$ cat config.mk
export PLATFORM = sky130hd
export DESIGN_NAME = tft_window_gate
export DESIGN_NICKNAME = d
export VERILOG_FILES = /design/src/rtl/tft_window_gate.sv
export SDC_FILE = /design/constraint.sdc
export NUM_CORES = 1
export LEC_CHECK = 0
export BUFFER_PORTS_ARGS = -buffer_cell sky130_fd_sc_hd__buf_4
export CORE_ASPECT_RATIO = 0.8
export CORE_UTILIZATION = 30
export CTS_CLUSTER_DIAMETER = 30
export DETAILED_ROUTE_END_ITERATION = 8
export PLACE_DENSITY = 0.53
export SETUP_SLACK_MARGIN = 0.15
export SYNTH_ARGS = -nofsm -noshare
export SYNTH_HDL_FRONTEND = slang
export SYNTH_SLANG_ARGS = --single-unit
export TNS_END_PERCENT = 30
$ cat constraint.sdc
create_clock -name CLK -period 4.1 [get_ports CLK]
set_input_delay 0.615 -clock CLK [delete_from_list [all_inputs] [get_ports CLK]]
set_output_delay 0.615 -clock CLK [all_outputs]
set_load 0.1 [all_outputs]
$ cat src/rtl/tft_window_gate.sv
// tft_window_gate
// Gates a parallel RGB TFT pixel stream so that only pixels inside one of
// NWIN movable rectangular windows pass; everything else is driven black.
// Window origins are nudged by MOVE pulses. The pulses accumulate as pending
// offsets and are applied only at the frame boundary, so a frame is never
// torn.
//
// Ports
//   CLK, nRESET                  clock, synchronous active-low reset
//   PIX_EN                       pixel strobe; pixel-path inputs are sampled only when high
//   HSYNC_IN, VSYNC_IN, DE_IN    active-low syncs and data enable of the source
//   R_IN, G_IN, B_IN             source pixel
//   MOVE                         {up, down, left, right} single-cycle pulses
//   SEL, STEP_SEL                target window index, step select (0 small, 1 large)
//   R, G, B                      gated pixel
//   HSYNC_OUT, VSYNC_OUT, DE_OUT syncs and data enable, aligned with R, G and B
//   IN_WIN                       per-window hit flags of the output pixel
//
// Build option
//   TFT_WIN_BORDER_EN            when defined, draws each window's outermost
//                                rows and columns as all-ones
module tft_window_gate #(
    parameter int unsigned CW       = 8,
    parameter int unsigned H_ACTIVE = 480,
    parameter int unsigned V_ACTIVE = 272,
    parameter int unsigned NWIN     = 2,
    parameter int unsigned WIN_W    = 64,
    parameter int unsigned WIN_H    = 48,
    parameter int unsigned STEP_S   = 5,
    parameter int unsigned STEP_L   = 10
) (
    input  logic            CLK,
    input  logic            nRESET,
    input  logic            PIX_EN,
    input  logic            HSYNC_IN,
    input  logic            VSYNC_IN,
    input  logic            DE_IN,
    input  logic [CW-1:0]   R_IN,
    input  logic [CW-1:0]   G_IN,
    input  logic [CW-1:0]   B_IN,
    input  logic [3:0]      MOVE,
    input  logic [1:0]      SEL,
    input  logic            STEP_SEL,
    output logic [CW-1:0]   R,
    output logic [CW-1:0]   G,
    output logic [CW-1:0]   B,
    output logic            HSYNC_OUT,
    output logic            VSYNC_OUT,
    output logic            DE_OUT,
    output logic [NWIN-1:0] IN_WIN
);
    localparam int unsigned CNT_W = 10;
    localparam int unsigned AW    = 12;
    localparam logic [AW-1:0] X_MAX = AW'(H_ACTIVE - WIN_W);
    localparam logic [AW-1:0] Y_MAX = AW'(V_ACTIVE - WIN_H);

    logic [CNT_W-1:0]     hcnt, vcnt;
    logic                 hs_q, vs_q, de_q;
    logic [AW-1:0]        x0 [NWIN];
    logic [AW-1:0]        y0 [NWIN];
    logic signed [AW-1:0] dx [NWIN];
    logic signed [AW-1:0] dy [NWIN];

    logic                 hs_fall, vs_fall, de_fall;
    logic signed [AW-1:0] step, mv_dx, mv_dy;
    logic signed [AW-1:0] dx_nxt [NWIN];
    logic signed [AW-1:0] dy_nxt [NWIN];
    logic [AW-1:0]        x0_nxt [NWIN];
    logic [AW-1:0]        y0_nxt [NWIN];
    logic [AW-1:0]        hpos, vpos;
    logic [NWIN-1:0]      hit;
    logic [CW-1:0]        r_nxt, g_nxt, b_nxt;
`ifdef TFT_WIN_BORDER_EN
    logic [NWIN-1:0]      edge_px;
`endif

    // Saturate a signed candidate origin into [0, hi].
    function automatic logic [AW-1:0] clamp(input logic signed [AW-1:0] v,
                                            input logic [AW-1:0] hi);
        if (v[AW-1]) return '0;
        if ($unsigned(v) > hi) return hi;
        return $unsigned(v);
    endfunction

    // Reset origin: windows tiled left to right, last ones pushed to the edge.
    function automatic logic [AW-1:0] x_default(input int unsigned k);
        return (k * WIN_W > H_ACTIVE - WIN_W) ? X_MAX : AW'(k * WIN_W);
    endfunction

    // Edge detects, move decoding, window hit and next-pixel data.
    always_comb begin
        hs_fall = PIX_EN & hs_q & ~HSYNC_IN;
        vs_fall = PIX_EN & vs_q & ~VSYNC_IN;
        de_fall = PIX_EN & de_q & ~DE_IN;

        step  = STEP_SEL ? AW'(STEP_L) : AW'(STEP_S);
        mv_dx = '0;
        mv_dy = '0;
        if (MOVE[0] && !MOVE[1]) mv_dx = step;
        else if (MOVE[1] && !MOVE[0]) mv_dx = -step;
        if (MOVE[2] && !MOVE[3]) mv_dy = step;
        else if (MOVE[3] && !MOVE[2]) mv_dy = -step;

        hpos = AW'(hcnt);
        vpos = AW'(vcnt);
        hit  = '0;
`ifdef TFT_WIN_BORDER_EN
        edge_px = '0;
`endif
        for (int unsigned k = 0; k < NWIN; k++) begin
            x0_nxt[k] = clamp($signed(x0[k]) + dx[k], X_MAX);
            y0_nxt[k] = clamp($signed(y0[k]) + dy[k], Y_MAX);
            // A pulse in the boundary cycle survives into the fresh accumulator.
            dx_nxt[k] = vs_fall ? '0 : dx[k];
            dy_nxt[k] = vs_fall ? '0 : dy[k];
            if (SEL == 2'(k)) begin
                dx_nxt[k] = dx_nxt[k] + mv_dx;
                dy_nxt[k] = dy_nxt[k] + mv_dy;
            end
            hit[k] = (hpos >= x0[k]) && (hpos < x0[k] + AW'(WIN_W)) &&
                     (vpos >= y0[k]) && (vpos < y0[k] + AW'(WIN_H));
`ifdef TFT_WIN_BORDER_EN
            edge_px[k] = hit[k] &&
                         ((hpos == x0[k]) || (hpos == x0[k] + AW'(WIN_W - 1)) ||
                          (vpos == y0[k]) || (vpos == y0[k] + AW'(WIN_H - 1)));
`endif
        end

        r_nxt = '0;
        g_nxt = '0;
        b_nxt = '0;
        if (DE_IN && (|hit)) begin
            r_nxt = R_IN;
            g_nxt = G_IN;
            b_nxt = B_IN;
`ifdef TFT_WIN_BORDER_EN
            if (|edge_px) begin
                r_nxt = '1;
                g_nxt = '1;
                b_nxt = '1;
            end
`endif
        end
    end

    // Counters, origins, pending offsets and registered outputs.
    always_ff @(posedge CLK) begin
        if (!nRESET) begin
            hcnt      <= '0;
            vcnt      <= '0;
            hs_q      <= 1'b1;
            vs_q      <= 1'b1;
            de_q      <= 1'b0;
            R         <= '0;
            G         <= '0;
            B         <= '0;
            HSYNC_OUT <= 1'b1;
            VSYNC_OUT <= 1'b1;
            DE_OUT    <= 1'b0;
            IN_WIN    <= '0;
            for (int unsigned k = 0; k < NWIN; k++) begin
                x0[k] <= x_default(k);
                y0[k] <= '0;
                dx[k] <= '0;
                dy[k] <= '0;
            end
        end else begin
            for (int unsigned k = 0; k < NWIN; k++) begin
                dx[k] <= dx_nxt[k];
                dy[k] <= dy_nxt[k];
                if (vs_fall) begin
                    x0[k] <= x0_nxt[k];
                    y0[k] <= y0_nxt[k];
                end
            end
            if (PIX_EN) begin
                hs_q <= HSYNC_IN;
                vs_q <= VSYNC_IN;
                de_q <= DE_IN;
                if (hs_fall) hcnt <= '0;
                else if (DE_IN) hcnt <= hcnt + CNT_W'(1);
                if (vs_fall) vcnt <= '0;
                else if (de_fall) vcnt <= vcnt + CNT_W'(1);
                R         <= r_nxt;
                G         <= g_nxt;
                B         <= b_nxt;
                HSYNC_OUT <= HSYNC_IN;
                VSYNC_OUT <= VSYNC_IN;
                DE_OUT    <= DE_IN;
                IN_WIN    <= DE_IN ? hit : '0;
            end
        end
    end
endmodule
==> key figures, run 1 <==
Synth
  – Top-area cell type share of the netlist area: 16.6%
  – Most used DFF post-synth: dfxtp_1
  – Number of synthesis warnings: 0
  – Synth Area per Inst: 8.44 sq um
  – Yosys top cell by area: dfxtp_1
  – Synth Cell Area: 11700 sq um
  – Synth cell types: 89
  – #FFs+latches synth: 141
  – Asr flop ratio synth: 0%
  – Largest cells by area after synthesis: dfxtp_1, ha_1, edfxtp_1
  – EDFF count, synth: 44
  – Cells after synthesis: 1389
  – Seq/Total Area, Yosys: 27.8%

Clock network
  – TritonCTS Buffers: 17
  – Clock buffer depth: 2
  – Clock root buffer: clkbuf_16
  – CTS tree: yes
  – Post-CTS resize count: 0
  – H-tree depth: 4
  – Clk Latency, worst-skew pair: 0.44 ns
  – Hold buffer count at CTS: 0
  – Clk sink count: 141
  – Clock transition at path regs: 0.06 ns
  – Post-CTS Setup Bufs: 0

Setup path
  – Critical Path RT: 4.43 ns
  – CP Class: reg -> reg
  – Slowest cell delay on critical path: 0.38 ns
  – Arrival time worst endpoint: 3.64 ns
  – Slowest library cell on the worst path: dfxtp_1
  – CP endpoint kind: register
  – Crit-path cells: nand3b_1 > buf_12 > nand2_1 > inv_1 > ha_1 > a211o_1 > a2111oi_2 > nor3_1 > o31ai_1 > xnor2_1 > a21oi_1 > a31o_2
  – Critical path fanouts, max: 28
  – CP bufs+invs: 2
  – Top Family by Delay on Critical Path: compound AO/OA/AOI/OAI gates
  – CP Launch Type: register

Die
  – Core Box Area: 38400 sq um
  – I/O pins: 66
  – Starting Density: 30.6%
  – Die W: 223 microns
  – Die area: 39900 sq um
  – Row cnt: 64
  – Die Ht: 179 microns

Job
  – Max_cap viols: 0

Route
  – WL final: 30500 microns
  – TritonRoute pass-1 iters: 5
  – Via/cell ratio: 5.13
  – Drt drc: 0
  – DR WL/cell: 15.6 microns
  – Routed Antenna Nets: 0
  – DRT iter0 DRCs: 501
  – DR vias: 10083

GRT
  – Gr ovfl total: 0
  – Largest net degree at the start of global routing: 41
  – Number of global-route vias before repair: 9493
  – Total track usage: 15.9%
  – Global-route wire length before repair: 50300 microns
  – Initial antenna violation count: 0

Timing
  – Final hold vios: 0
  – Worst-Margin Slew: 0.862 ns
  – Max Fclk: 302 MHz
  – Worst setup margin: 0.791 ns
  – Slew Limit Fails: 0
  – Worst Skew: 0.0115 ns
  – RSZ-0062 raised after global routing: no
  – Setup TNS: 0 ns
  – Final min period: 3.31 ns
  – Final setup vio count: 0
  – Crit share post-route: 80.7%
  – Slew headroom: 42.5%

Worst hold path
  – Worst Hold Class: in -> reg

Finish
  – Non-filler cells, final: 1964
  – Ant. Diodes: 0
  – # nets final: 1655
  – Final core utilization: 34.9%
  – Synth-to-Final Area Change: 14.2%
  – Design area: 13400 sq um
  – Share of layout cells above drive strength 1: 10.5%

Place
  – Dpl hpwl: 23500 microns
  – Placed cell areas: 12800 sq um
  – IO buf count: 65
  – Post-placement worst setup slack: 0.405 ns
  – Final Wtd Congestion: 0.835
  – Cells after DPL: 1932

Power and ir drop
  – PwrDens: 291 nW/um^2
  – Max VDD drop: 0.253 mV
  – Leakage: 5.69 nW

Outcome
  – Outcome: complete, no violations
## cell usage in the layout, fill, tap and decap left out, types with 10 or more instances in the layout
cell       instances
nor3_1            54
dfxtp_1           97
nand3_1           43
edfxtp_1          44
nor2_1            91
and2_1            43
nor2b_1           22
clkbuf_16         17
xor2_1            30
a211o_1           16
o21a_1            40
ha_1             154
a31oi_1           15
xnor2_1           38
inv_1             84
or3_1             17
a211oi_1          18
buf_4             76
a21o_1            19
conb_1            10
o21ai_0           72
nand2_1          141
and3_1            12
a21oi_1          109
nand2b_1          18
o211ai_1          21
nand3b_1          12
## final timing paths
kind,from,endpoint,slack (ns),cells after the start
max,vs_q,dx[0][11],0.79,12
min,HSYNC_IN,hs_q,0.40,3
max reg2reg,vs_q,dx[0][11],0.79,12
min reg2reg,R[2],R[2],0.46,2
## tightest hold or removal path: stages
cell     delay, ns
buf_4         0.09
mux2i_1       0.06
nand2_1       0.06
## cell families after synthesis
family          after synthesis  share of synthesized area (%)
simple gates                503                           21.7
compound gates              382                           22.2
fa+ha+maj                   162                           17.8
flops                       141                           27.8
buf+inv                     124                           4.56
xor+xnor                     69                           5.22
mux                           7                          0.704
other cells                   1                         0.0320
## layout make-up
type                       instances  area [sq um]
fill                            3960         25000
multi-input combinational       1133          7970
sequential                       141          3260
tap                              495           619
timing repair buffer              78           611
clock buffer                      21           450
inverter                          85           319
clock inverter                    11           166
## synth_stat cells (15+ instances only)
library cell  instances
ha_1                154
nand2_1             142
a21oi_1             109
dfxtp_1              97
nor2_1               91
inv_1                85
o21ai_0              72
nor3_1               54
edfxtp_1             44
and2_1               43
nand3_1              43
o21a_1               40
xnor2_1              38
xor2_1               30
clkbuf_1             27
nor2b_1              22
o211ai_1             21
a21o_1               19
a211oi_1             18
nand2b_1             18
or3_1                17
a211o_1              16
a31oi_1              15
## power breakdown
group / internal [W] / total (W) / switching [W]
Sequential: 0.00149 / 0.00154 / 0.0000532
Clock: 0.00103 / 0.00167 / 0.000638
Combinational: 0.000274 / 0.000680 / 0.000407
Total: 0.00280 / 0.00389 / 0.00110
## sequential cells by signal, indices dropped and copies added (netlist names), 2 cells and up
signal  flops
hcnt       10
y0         22
R           8
B           8
x0         22
G           8
vcnt       10
IN_WIN      2
dy         24
dx         24
## metal layers
metal  track usage, %  wire [microns]  vias up
li1                 -               -     5196
met1             23.6           16700     4688
met2             23.1           12100      178
met3             3.00            1270       21
met4             4.71             408        0
met5                0               0        -
## per-stage QoR
stage,hold WS (ns),total power [W]
6_report,0.403,0.00389
5_1_grt,0.383,0.00410
4_1_cts,0.373,0.00394
3_5_place_dp,0.445,0.00225
3_3_place_gp,0.437,0.00224
2_1_floorplan,0.486,0.00206
Note: power is estimated with default switching activity, not from simulation.
==> run 2: changes to the inputs <==
--- a/config.mk
+++ b/config.mk
@@ -10,7 +10,7 @@
 export CORE_UTILIZATION = 30
 export CTS_CLUSTER_DIAMETER = 30
 export DETAILED_ROUTE_END_ITERATION = 8
-export PLACE_DENSITY = 0.53
+export PLACE_DENSITY = 0.55
 export SETUP_SLACK_MARGIN = 0.15
 export SYNTH_ARGS = -nofsm -noshare
 export SYNTH_HDL_FRONTEND = slang
==> constraint.sdc (replaced) <==
create_clock -name CLK -period 2.86 [get_ports CLK]
set_input_delay 0.429 -clock CLK [delete_from_list [all_inputs] [get_ports CLK]]
set_output_delay 0.429 -clock CLK [all_outputs]
set_load 0.1 [all_outputs]
==> run 2 against run 1 <==
Net effect: power up 53%; clock skew up 0.00070 ns; core utilization up 4.3 points; critical path type unchanged; critical endpoint is now R[4]; largest cell class unchanged; highest routed layer unchanged.
==> key figures, run 2 (synthesis results as in run 1) <==
Outcome
  – Outcome: complete, no violations

Place
  – Cells after DPL: 2022
  – Dpl hpwl: 23800 microns
  – Post-placement worst setup slack: -0.166 ns
  – Final Wtd Congestion: 0.840
  – IO buf count: 65

Setup path
  – Critical path fanouts, max: 12
  – Slowest cell delay on critical path: 0.39 ns
  – CP bufs+invs: 4
  – CP Class: reg -> reg
  – CP Launch Type: register
  – Crit-path cells: buf_6 > nor2_2 > or3_4 > xnor2_2 > ha_2 > o21ai_2 > a221o_1 > a31oi_1 > a21oi_1 > buf_4 > a22oi_2 > buf_6 > clkbuf_16 > o21ai_0
  – R2r startpoint: y0[0][4]
  – Top Family by Delay on Critical Path: compound AO/OA/AOI/OAI gates
  – Arrival time worst endpoint: 3.11 ns
  – Critical Path RT: 3.17 ns
  – Reg2reg setup slack: 0.06 ns
  – Critical R2R Capture: R[4]
  – FF-to-FF path depth: 14
  – CP endpoint kind: register
  – CP dominant cell by count: buf_6
  – Slowest library cell on the worst path: or3_4

Power and ir drop
  – Combinational fraction of design power: 20.0%
  – Pwr Total: 0.00596 W
  – Cell-internal power: 0.00433 W
  – Switching power share of the total: 27.3%
  – PwrDens: 397 nW/um^2
  – Clock share of power: 43.1%
  – Leakage: 6.38 nW
  – Seq pwr share: 36.9%
  – Psw: 0.00163 W
  – Max VDD drop: 0.408 mV

Worst hold path
  – Hold EP: hs_q
  – Hold Path Stages: 3
  – Worst Hold Launch: HSYNC_IN
  – Worst Hold Class: in -> reg

Die
  – Starting Density: 30.6%
  – Die area: 39900 sq um
  – Die Ht: 179 microns
  – Die W: 223 microns
  – I/O pins: 66
  – Core Box Area: 38400 sq um
  – Row cnt: 64

Clock network
  – Hold buffer count at CTS: 0
  – Clk Latency, worst-skew pair: 0.42 ns
  – Clock transition at path regs: 0.07 ns
  – Clock buffer depth: 2
  – Clk sink count: 141
  – Clock root buffer: clkbuf_16
  – CTS tree: yes
  – H-tree depth: 4
  – TritonCTS Buffers: 17

Route
  – DR vias: 10556
  – Drt drc: 0
  – DR WL/cell: 15.5 microns
  – DRT iter0 DRCs: 718
  – Routed Antenna Nets: 0
  – WL final: 32200 microns
  – TritonRoute pass-1 iters: 5
  – Via/cell ratio: 5.07

Finish
  – Commonest non-fill, non-tap cells in the layout: buf_4, nand2_1, ha_1
  – Share of layout cells above drive strength 1: 24.0%
  – Synth-to-Final Area Change: 28.2%
  – Leading registers by flop count: dx: 24 flops, dy: 24 flops
  – Commonest non-fill, non-tap cell in the layout: buf_4
  – Ant. Diodes: 0
  – # nets final: 1772
  – Non-filler cells, final: 2081
  – Final core utilization: 39.2%
  – # fillers: 3823

Timing
  – Final hold vios: 0
  – RSZ-0062 raised after global routing: yes
  – Slew headroom: 40.5%
  – Final min period: 2.80 ns
  – Max Fclk: 357 MHz
  – Worst-Margin Slew: 0.893 ns
  – Worst Skew: 0.0122 ns
  – Final setup vio count: 0
  – Worst setup margin: 0.0626 ns
  – Crit share post-route: 97.8%
  – Slew Limit Fails: 0

GRT
  – Global-route wire length before repair: 50500 microns
  – Initial antenna violation count: 0
  – Number of global-route vias before repair: 9887
  – Total track usage: 15.8%
  – Largest net degree at the start of global routing: 55
  – Gr ovfl total: 0

Job
  – Max_cap viols: 0
[run 2: how the worst max path moves through the flow]
stage             start         to  slack, ns  cells past startpoint
2_1_floorplan      vs_q  dy[0][11]      -0.03                     13
3_3_place_gp   VSYNC_IN  dy[0][11]      -0.13                     13
3_5_place_dp   VSYNC_IN  dy[0][23]      -0.17                     12
4_1_cts            vs_q  dy[0][23]       0.09                     12
5_1_grt            vs_q  dy[0][11]      -0.04                     13
6_report       y0[0][4]       R[4]       0.06                     14
[run 2: worst min-delay path: cells and delay by family]
kind	cells	cell delay, ns
buffers and inverters	1	0.08
multiplexers	1	0.06
AND/OR/NAND/NOR	1	0.06
[run 2: routing by layer]
layer / GRT usage [%] / up-vias / wire [microns]
met5: 0 / - / 0
met4: 5.14 / 0 / 765
met3: 2.88 / 42 / 1020
met2: 24.8 / 142 / 14200
met1: 21.8 / 4956 / 16300
li1: - / 5416 / -
[run 2: power groups by stage]
stage               logic [W]  registers (W)  clock network [W]
floorplan            0.000735        0.00224                  0
global placement      0.00106        0.00225                  0
detailed placement    0.00108        0.00225                  0
CTS                   0.00110        0.00220            0.00262
global route          0.00133        0.00221            0.00269
finish                0.00119        0.00220            0.00257
[run 2: cell type report]
class / instances / area (sq um) / share of cell area, %
clock buffers: 27 / 621 / 4.13
clock inverters: 5 / 78.8 / 0.524
inverters: 85 / 332 / 2.21
multi-input cells: 1133 / 8530 / 56.8
flip-flops and latches: 141 / 3270 / 21.7
well taps: 495 / 619 / 4.12
repair buffers: 195 / 1580 / 10.5
[run 2: through the flow]
step	hold WS [ns]	setup TNS [ns]	cell area, sq um
final	0.231	0	15000
after global routing	0.225	-0.291	15000
after CTS	0.219	0	14400
after detailed placement	0.443	-1.20	13600
after global placement	0.438	-0.584	13600
after floorplan	0.486	-0.0367	11900
[run 2: timing repair]
item	in CTS	in global routing
resized for setup	13	123
gates cloned	0	3
setup endpoints to repair	36	70
buffers inserted	6	18
pin swaps	1	60
